File: src/rtl/board_pkg.sv
// Board-wide constants shared by the switch conditioning and display/scan logic.
// Latency: n/a (constants and elaboration-time helpers only).
// Backpressure: n/a.
//
// Contents:
//   CLK_HZ_DEFAULT       default core clock frequency in Hz
//   MS_TICK_HZ           rate of the shared millisecond strobe
//   DEBOUNCE_MS_DEFAULT  default debounce window in milliseconds
//   dbnc_cnt_t           per-bit debounce window counter type
//   tick_div()           clock cycles per millisecond tick
package board_pkg;

  localparam int CLK_HZ_DEFAULT      = 50_000_000;
  localparam int MS_TICK_HZ          = 1000;
  localparam int DEBOUNCE_MS_DEFAULT = 10;

  // Window counter only has to reach DEBOUNCE_MS-1, and DEBOUNCE_MS tops out at 255.
  localparam int DEBOUNCE_CNT_W = 8;
  typedef logic [DEBOUNCE_CNT_W-1:0] dbnc_cnt_t;

  // Number of core clock cycles in one millisecond tick period.
  function automatic int tick_div(input int clk_hz);
    return clk_hz / MS_TICK_HZ;
  endfunction

endpackage

File: src/rtl/debounce_bit.sv
// Single-bit switch conditioner: 2-flop synchronizer, tick-paced debounce window, edge pulses.
// Latency: 2 cycles sync + (DEBOUNCE_MS-1)*TICK_DIV+1 .. DEBOUNCE_MS*TICK_DIV cycles to accept.
// Backpressure: none; free-running, outputs are levels and one-cycle pulses.
//
// Ports:
//   CLOCK_50  clock, rising edge
//   reset     synchronous active-high reset
//   tick      shared 1 kHz strobe, one cycle wide
//   sw_raw    asynchronous switch bit
//   sw_clean  debounced level
//   sw_rise   one-cycle pulse, coincident with sw_clean going 0->1
//   sw_fall   one-cycle pulse, coincident with sw_clean going 1->0
module debounce_bit
  import board_pkg::*;
#(
  parameter int DEBOUNCE_MS = DEBOUNCE_MS_DEFAULT
) (
  input  logic CLOCK_50,
  input  logic reset,
  input  logic tick,
  input  logic sw_raw,
  output logic sw_clean,
  output logic sw_rise,
  output logic sw_fall
);

  localparam dbnc_cnt_t CNT_LAST = dbnc_cnt_t'(DEBOUNCE_MS - 1);

  logic      s1;
  logic      s2;
  logic      stable;
  dbnc_cnt_t cnt;

  always_ff @(posedge CLOCK_50) begin
    if (reset) begin
      s1      <= 1'b0;
      s2      <= 1'b0;
      stable  <= 1'b0;
      cnt     <= '0;
      sw_rise <= 1'b0;
      sw_fall <= 1'b0;
    end else begin
      s1      <= sw_raw;
      s2      <= s1;
      sw_rise <= 1'b0;
      sw_fall <= 1'b0;
      if (s2 == stable) begin
        // Any agreement, even for one cycle, restarts the window.
        cnt <= '0;
      end else if (tick) begin
        if (cnt == CNT_LAST) begin
          // Pulses are registered alongside stable so they line up with sw_clean.
          stable  <= s2;
          cnt     <= '0;
          sw_rise <= s2;
          sw_fall <= ~s2;
        end else begin
          cnt <= cnt + dbnc_cnt_t'(1);
        end
      end
    end
  end

  assign sw_clean = stable;

endmodule

File: src/rtl/switch_debouncer.sv
// Debounces WIDTH slide switches against a shared millisecond tick and reports clean edges.
// Latency: 2 cycles sync + (DEBOUNCE_MS-1)*TICK_DIV+1 .. DEBOUNCE_MS*TICK_DIV cycles to accept.
// Backpressure: none; free-running, every output is a flop.
//
// Ports:
//   CLOCK_50  clock, rising edge
//   reset     synchronous active-high reset
//   sw_raw    asynchronous switch inputs
//   sw_clean  debounced levels
//   sw_rise   one-cycle pulses on clean 0->1 transitions
//   sw_fall   one-cycle pulses on clean 1->0 transitions
//   tick      1 kHz one-cycle strobe, shared with display/scan logic
module switch_debouncer
  import board_pkg::*;
#(
  parameter int WIDTH       = 10,
  parameter int CLK_HZ      = CLK_HZ_DEFAULT,
  parameter int DEBOUNCE_MS = DEBOUNCE_MS_DEFAULT
) (
  input  logic             CLOCK_50,
  input  logic             reset,
  input  logic [WIDTH-1:0] sw_raw,
  output logic [WIDTH-1:0] sw_clean,
  output logic [WIDTH-1:0] sw_rise,
  output logic [WIDTH-1:0] sw_fall,
  output logic             tick
);

  localparam int TICK_DIV = tick_div(CLK_HZ);
  localparam int PRE_W    = $clog2(TICK_DIV);

  localparam logic [PRE_W-1:0] PRE_LAST = PRE_W'(TICK_DIV - 1);
  // tick is registered, so it is armed one count early to be high while pre == PRE_LAST.
  localparam logic [PRE_W-1:0] PRE_ARM  = PRE_W'(TICK_DIV - 2);

  logic [PRE_W-1:0] pre;
  logic             tick_q;

  always_ff @(posedge CLOCK_50) begin
    if (reset) begin
      pre    <= '0;
      tick_q <= 1'b0;
    end else begin
      pre    <= (pre == PRE_LAST) ? '0 : pre + PRE_W'(1);
      tick_q <= (pre == PRE_ARM);
    end
  end

  assign tick = tick_q;

  for (genvar g = 0; g < WIDTH; g++) begin : g_bit
    debounce_bit #(
      .DEBOUNCE_MS (DEBOUNCE_MS)
    ) u_debounce_bit (
      .CLOCK_50 (CLOCK_50),
      .reset    (reset),
      .tick     (tick_q),
      .sw_raw   (sw_raw[g]),
      .sw_clean (sw_clean[g]),
      .sw_rise  (sw_rise[g]),
      .sw_fall  (sw_fall[g])
    );
  end

endmodule

File: config.mk
export PLATFORM = sky130hd
export DESIGN_NAME = switch_debouncer
export DESIGN_NICKNAME = d
export VERILOG_FILES = /design/src/rtl/board_pkg.sv /design/src/rtl/debounce_bit.sv /design/src/rtl/switch_debouncer.sv
export SDC_FILE = /design/constraint.sdc
export NUM_CORES = 1
export LEC_CHECK = 0
export ABC_AREA = 0
export CORE_AREA = 2 2 128 130
export DETAILED_ROUTE_END_ITERATION = 12
export DIE_AREA = 0 0 130 132
export HOLD_SLACK_MARGIN = 0.02
export PLACE_DENSITY = 0.68
export SKIP_CTS_REPAIR_TIMING = 1
export SYNTH_ARGS = -nofsm -noshare
export SYNTH_HDL_FRONTEND = slang
export SYNTH_SLANG_ARGS = --single-unit
File: constraint.sdc
create_clock -name CLOCK_50 -period 1.85 [get_ports CLOCK_50]
set_input_delay 0.185 -clock CLOCK_50 [delete_from_list [all_inputs] [get_ports CLOCK_50]]
set_output_delay 0.185 -clock CLOCK_50 [all_outputs]
set_load 0.01 [all_outputs]
After elaboration in Yosys (flattened, before gate mapping)
Cells that the tools add are included.

storage, ports and cells
  register bits = 147
  input bits = 12
  output and inout bits = 31

operators by class
  add/subtract/negate cells = 11
  equality and inequality tests = 22
  muxes and demuxes = 10
  bitwise gates (word level) = 31
  reductions and logical operators = 31

operators by type and width
  operator                                                         count
  8-bit by 1-bit adder with 8-bit output, second input constant    10
  8-bit by 4-bit == test with 1-bit output, second input constant  10
  8-bit two-way mux                                                10
  4-bit OR reduction                                               10
  16-bit == test, second input constant                            2
  1-bit NOT                                                        31
  3-bit AND reduction                                              10
  2-bit OR reduction                                               11
  16-bit by 1-bit adder with 16-bit output, second input constant  1
  1-bit == test                                                    10

Logic depth before layout (Yosys ltp)
Gate-level depths: netlist of run 1.

  word-level depth = 3
  gate-level depth with buffers = 6

By module
Synthesis of run 1 repeated with hierarchy kept, for this count alone.

unflattened totals
  cell total of the unflattened synthesis = 635
  area total of the unflattened synthesis = 6436.2 µm²

by module, submodules not included
  module            times used  cells an instance  area an instance (µm²)  sequential area each (µm²)
  debounce_bit      10          55                 566.8                   260.2
  switch_debouncer  1           85                 768.2                   340.3

Least setup slack after synthesis of run 1
OpenSTA, ideal clock, no wires.

  kind = reg-to-reg
  start point = register pre[0]
  end point = register pre[10]
  setup time = 115 ps
  data arrival time = 1245 ps
  data required time = 1735 ps
  slack = 490 ps
  stages on the path, launching flop included = 6
  path buffers = 0
  period minus slack after synthesis = 1360 ps
  cell sequence = dfxtp_1 > ha_1 > nand3_4 > nor4_1 > xnor2_1 > nor2_2

on the way
  longest elaborated chain between the ends = 2

ends and longest elaborated chain
  what                                                                              line                    RTL
  start: declaration                                                                switch_debouncer.sv:36  logic [PRE_W-1:0] pre;
  start signal: assignment                                                          switch_debouncer.sv:44  pre <= (pre == PRE_LAST) ? '0 : pre + PRE_W'(1);
  branches (longest 2 deep; another with 16-bit by 1-bit adder with 16-bit output)  --

Several ways; the timed one is not identified.
A chain may end at the register's enable or synchronous reset.

Worst setup path after layout of run 1
  start point = register tick_q (netlist: tick)
  end point = output tick

RTL lines
  what                      line                    RTL
  start: declaration        switch_debouncer.sv:37  logic tick_q;
  start signal: assignment  switch_debouncer.sv:45  tick_q <= (pre == PRE_ARM);
  end: declaration          switch_debouncer.sv:26  output logic tick

No word-level cell between the ends.

==> run metrics, run 1 <==
outcome=finished clean; GR Util All Layers=0.130; Worst-Skew Late Latency=0.42 ns; Initial Utilization=0.397; commonest register cell after synthesis=dfxtp_1; DRC=0; final setup fails=0; Yosys cell types=37; worst slew pin tran=roughly 0.43 ns; vias=4331; met3 Use GR=0.0369; final period utilization=0.958; WL/cell=11.1 µm; CP Data Required Time=1.66 ns; port bufs=42; die footprint=0.0172 mm²; Critical Path AT=1.59 ns; top post-synthesis cells by area=dfxtp_1 (47%), nor2_1 (7.8%), xnor2_1 (7.6%), xor2_1 (5.1%), ha_1 (4.4%); Most Crowded Layer GR=met2; largest net degree at the start of global routing=33; Post-synth ARST share=0; Min-Delay Path Class=in2reg; max-cap violation count=0; Hold Fails Final Rpt=0; First-pass DRT Iterations=4; first-pass GRT wire length=roughly 18000 µm; count leader, synth=dfxtp_1; initial antenna violation count=0; Via density=between 4 and 5; Critical Path Source Type=register; Post-Syn Nets=708; met2 GRT Util=0.193; detailed placer's ending HPWL=a little under 7000 µm; met1 usage in global routing=0.173; FMAX=between 500 and 600 MHz; dpl cells=a little under 900; Synth top cells by count=dfxtp_1 (147), nor2_1 (129), nand2_1 (55), xnor2_1 (54), nand4_1 (40); Non-Filler Instances=924; flops & latches, synth=approximately 150; core area=0.0157 mm²; Avg Cell Area, Syn=around 9.3 µm²; Final Total Pwr=6.56 mW; fin nets=730; EDFF count, synth=0; Tmin final=about 1.8 ns; leakage=roughly 2.4 nW; clock sink count=147; die width=130 µm; Worst Path Max Fanout=11; n_diodes=0; critical-path cell with the highest stage delay=clkdlybuf4s50_1; RSZ-0062 raised after global routing=no; final worst slack=0.0768 ns; RR Startpoint=g_bit[5].u_debounce_bit.cnt[0]; total grt overflow=0; Antenna Nets Post-Route=0; number of global-route vias before repair=3993; Pins Over Slew Limit=0; Final GP Congestion=roughly 0.8; sequential-to-total area share from yosys stat=0.472; Site Rows=46; largest stage delay on the critical path=between 0.5 and 0.6 ns; IO Count=43; clk_skew=0.00775 ns; CP Class=reg2out; Slew HR=0.712; cell count after synthesis=674; Peak VDD IR=699 µV; TritonCTS Buffers=17; YS warnings=0; critical path endpoint category=primary output; clock slew at reported path FFs=approximately 0.060 ns; DIE HEIGHT=between 100 and 150 µm; Syn Std Cell Area=~0.0062 mm²; root buffer cell=clkbuf_16; Max clock buf depth=2; crit path cell chain=buf_6 > clkdlybuf4s50_1; area leader, netlist=dfxtp_1; Fillers=around 1500; worst slack at placement=between 0.2 and 0.3 ns; Power Dens Cells=903 mW/mm²; First DRT Iteration DRCs=between 200 and 250; Area Growth Syn to Fin=16.5%; share of the synthesized area in the top cell type=0.472; Routed WL=approximately 10000 µm; htree depth=4; Worst Setup SP=tick; layout cells sized above 1=0.0678; hold path start=reset; TritonCTS clock tree=yes
-- through the flow --
| step | util | TNS (ns) | cell area, µm² | hold slack [ns] |
|---|---|---|---|---|
| 2_1_floorplan | - | 0 | 6240 | 0.313 |
| 3_3_place_gp | 0.427 | 0 | 6700 | 0.419 |
| 3_5_place_dp | 0.427 | 0 | 6700 | 0.428 |
| 4_1_cts | 0.462 | -0.0793 | 7260 | 0.172 |
| 5_1_grt | 0.463 | 0 | 7270 | 0.206 |
| 6_report | 0.463 | 0 | 7270 | 0.195 |
-- critical path, delay by kind of cell (launching register included) --
family	cells	cell delay, ns
buffers and inverters	2	0.71
DFF	1	0.45
-- path summary, 6_finish.rpt --
| kind | end | slack (ns) | cells past startpoint |
|---|---|---|---|
| max | tick | 0.08 | 2 |
| min | g_bit[8].u_debounce_bit.sw_clean | 0.19 | 2 |
| max reg2reg | g_bit[5].u_debounce_bit.sw_fall | 0.30 | 4 |
| min reg2reg | g_bit[6].u_debounce_bit.s2 | 0.44 | 1 |
-- cell usage in the layout (no fill, tap or decap), types with 2 or more instances in the layout --
cell,n
a211oi_1,10
a21oi_1,5
and2_1,2
and3_1,3
and4_1,2
buf_12,2
buf_4,5
clkbuf_16,17
clkbuf_8,2
clkdlybuf4s50_1,41
clkinv_2,2
clkinv_4,2
clkinvlp_4,4
dfxtp_1,146
ha_1,22
inv_1,14
inv_6,2
mux2i_1,8
nand2_1,55
nand2b_1,2
nand3_1,9
nand4_1,40
nor2_1,129
nor2b_1,28
nor3_1,12
nor4_1,12
nor4b_1,22
nor4bb_1,2
o21ai_0,2
or3_1,2
xnor2_1,54
xor2_1,36
-- kinds of logic after synthesis --
group                    after synthesis  synth area share
multiplexers                           8            0.0128
AND/OR/NAND/NOR                      326             0.263
XOR/XNOR                              90             0.126
adder cells (fa/ha/maj)               22            0.0441
buffers and inverters                 61            0.0583
AO/OA/AOI/OAI                         20            0.0235
flip-flops                           147             0.472
-- flip-flops by register name, summed over array words and instances, names as in the netlist --
register,count
tick,1
g_bit.u_debounce_bit.sw_fall,10
g_bit.u_debounce_bit.sw_rise,10
g_bit.u_debounce_bit.sw_clean,10
g_bit.u_debounce_bit.s1,10
g_bit.u_debounce_bit.s2,10
pre,16
g_bit.u_debounce_bit.cnt,80
-- routing by layer --
| metal | up-vias | share of wire |
|---|---|---|
| li1 | 2280 | - |
| met1 | 1980 | 0.51 |
| met2 | 55 | 0.44 |
| met3 | 16 | 0.027 |
| met4 | 0 | 0.021 |
| met5 | - | 0 |
-- final cells by class --
class	count	area [µm²]	area share
sequential	147	2950	0.405
clock inverter	11	105	0.0145
tap	216	270	0.0372
clock buffer	20	457	0.0628
inverter	14	52.6	0.00723
timing repair buffer	50	504	0.0694
multi-input combinational	466	2930	0.404
-- power by group --
group | total [mW] | switching (mW) | internal, mW | leakage, nW
clock | 3.24 | 1.32 | 1.92 | 0.265
sequential | 3.21 | 0.0197 | 3.19 | 1.19
combinational | 0.111 | 0.0564 | 0.0541 | 0.934
No activity file was read; power rests on OpenSTA's default activity.
==> run 2: changes to the inputs <==
Settings changed: CAP_MARGIN set to 15.
==> results of run 2 <==
No change in the layout: final DEF, timing and power equal those of run 1.
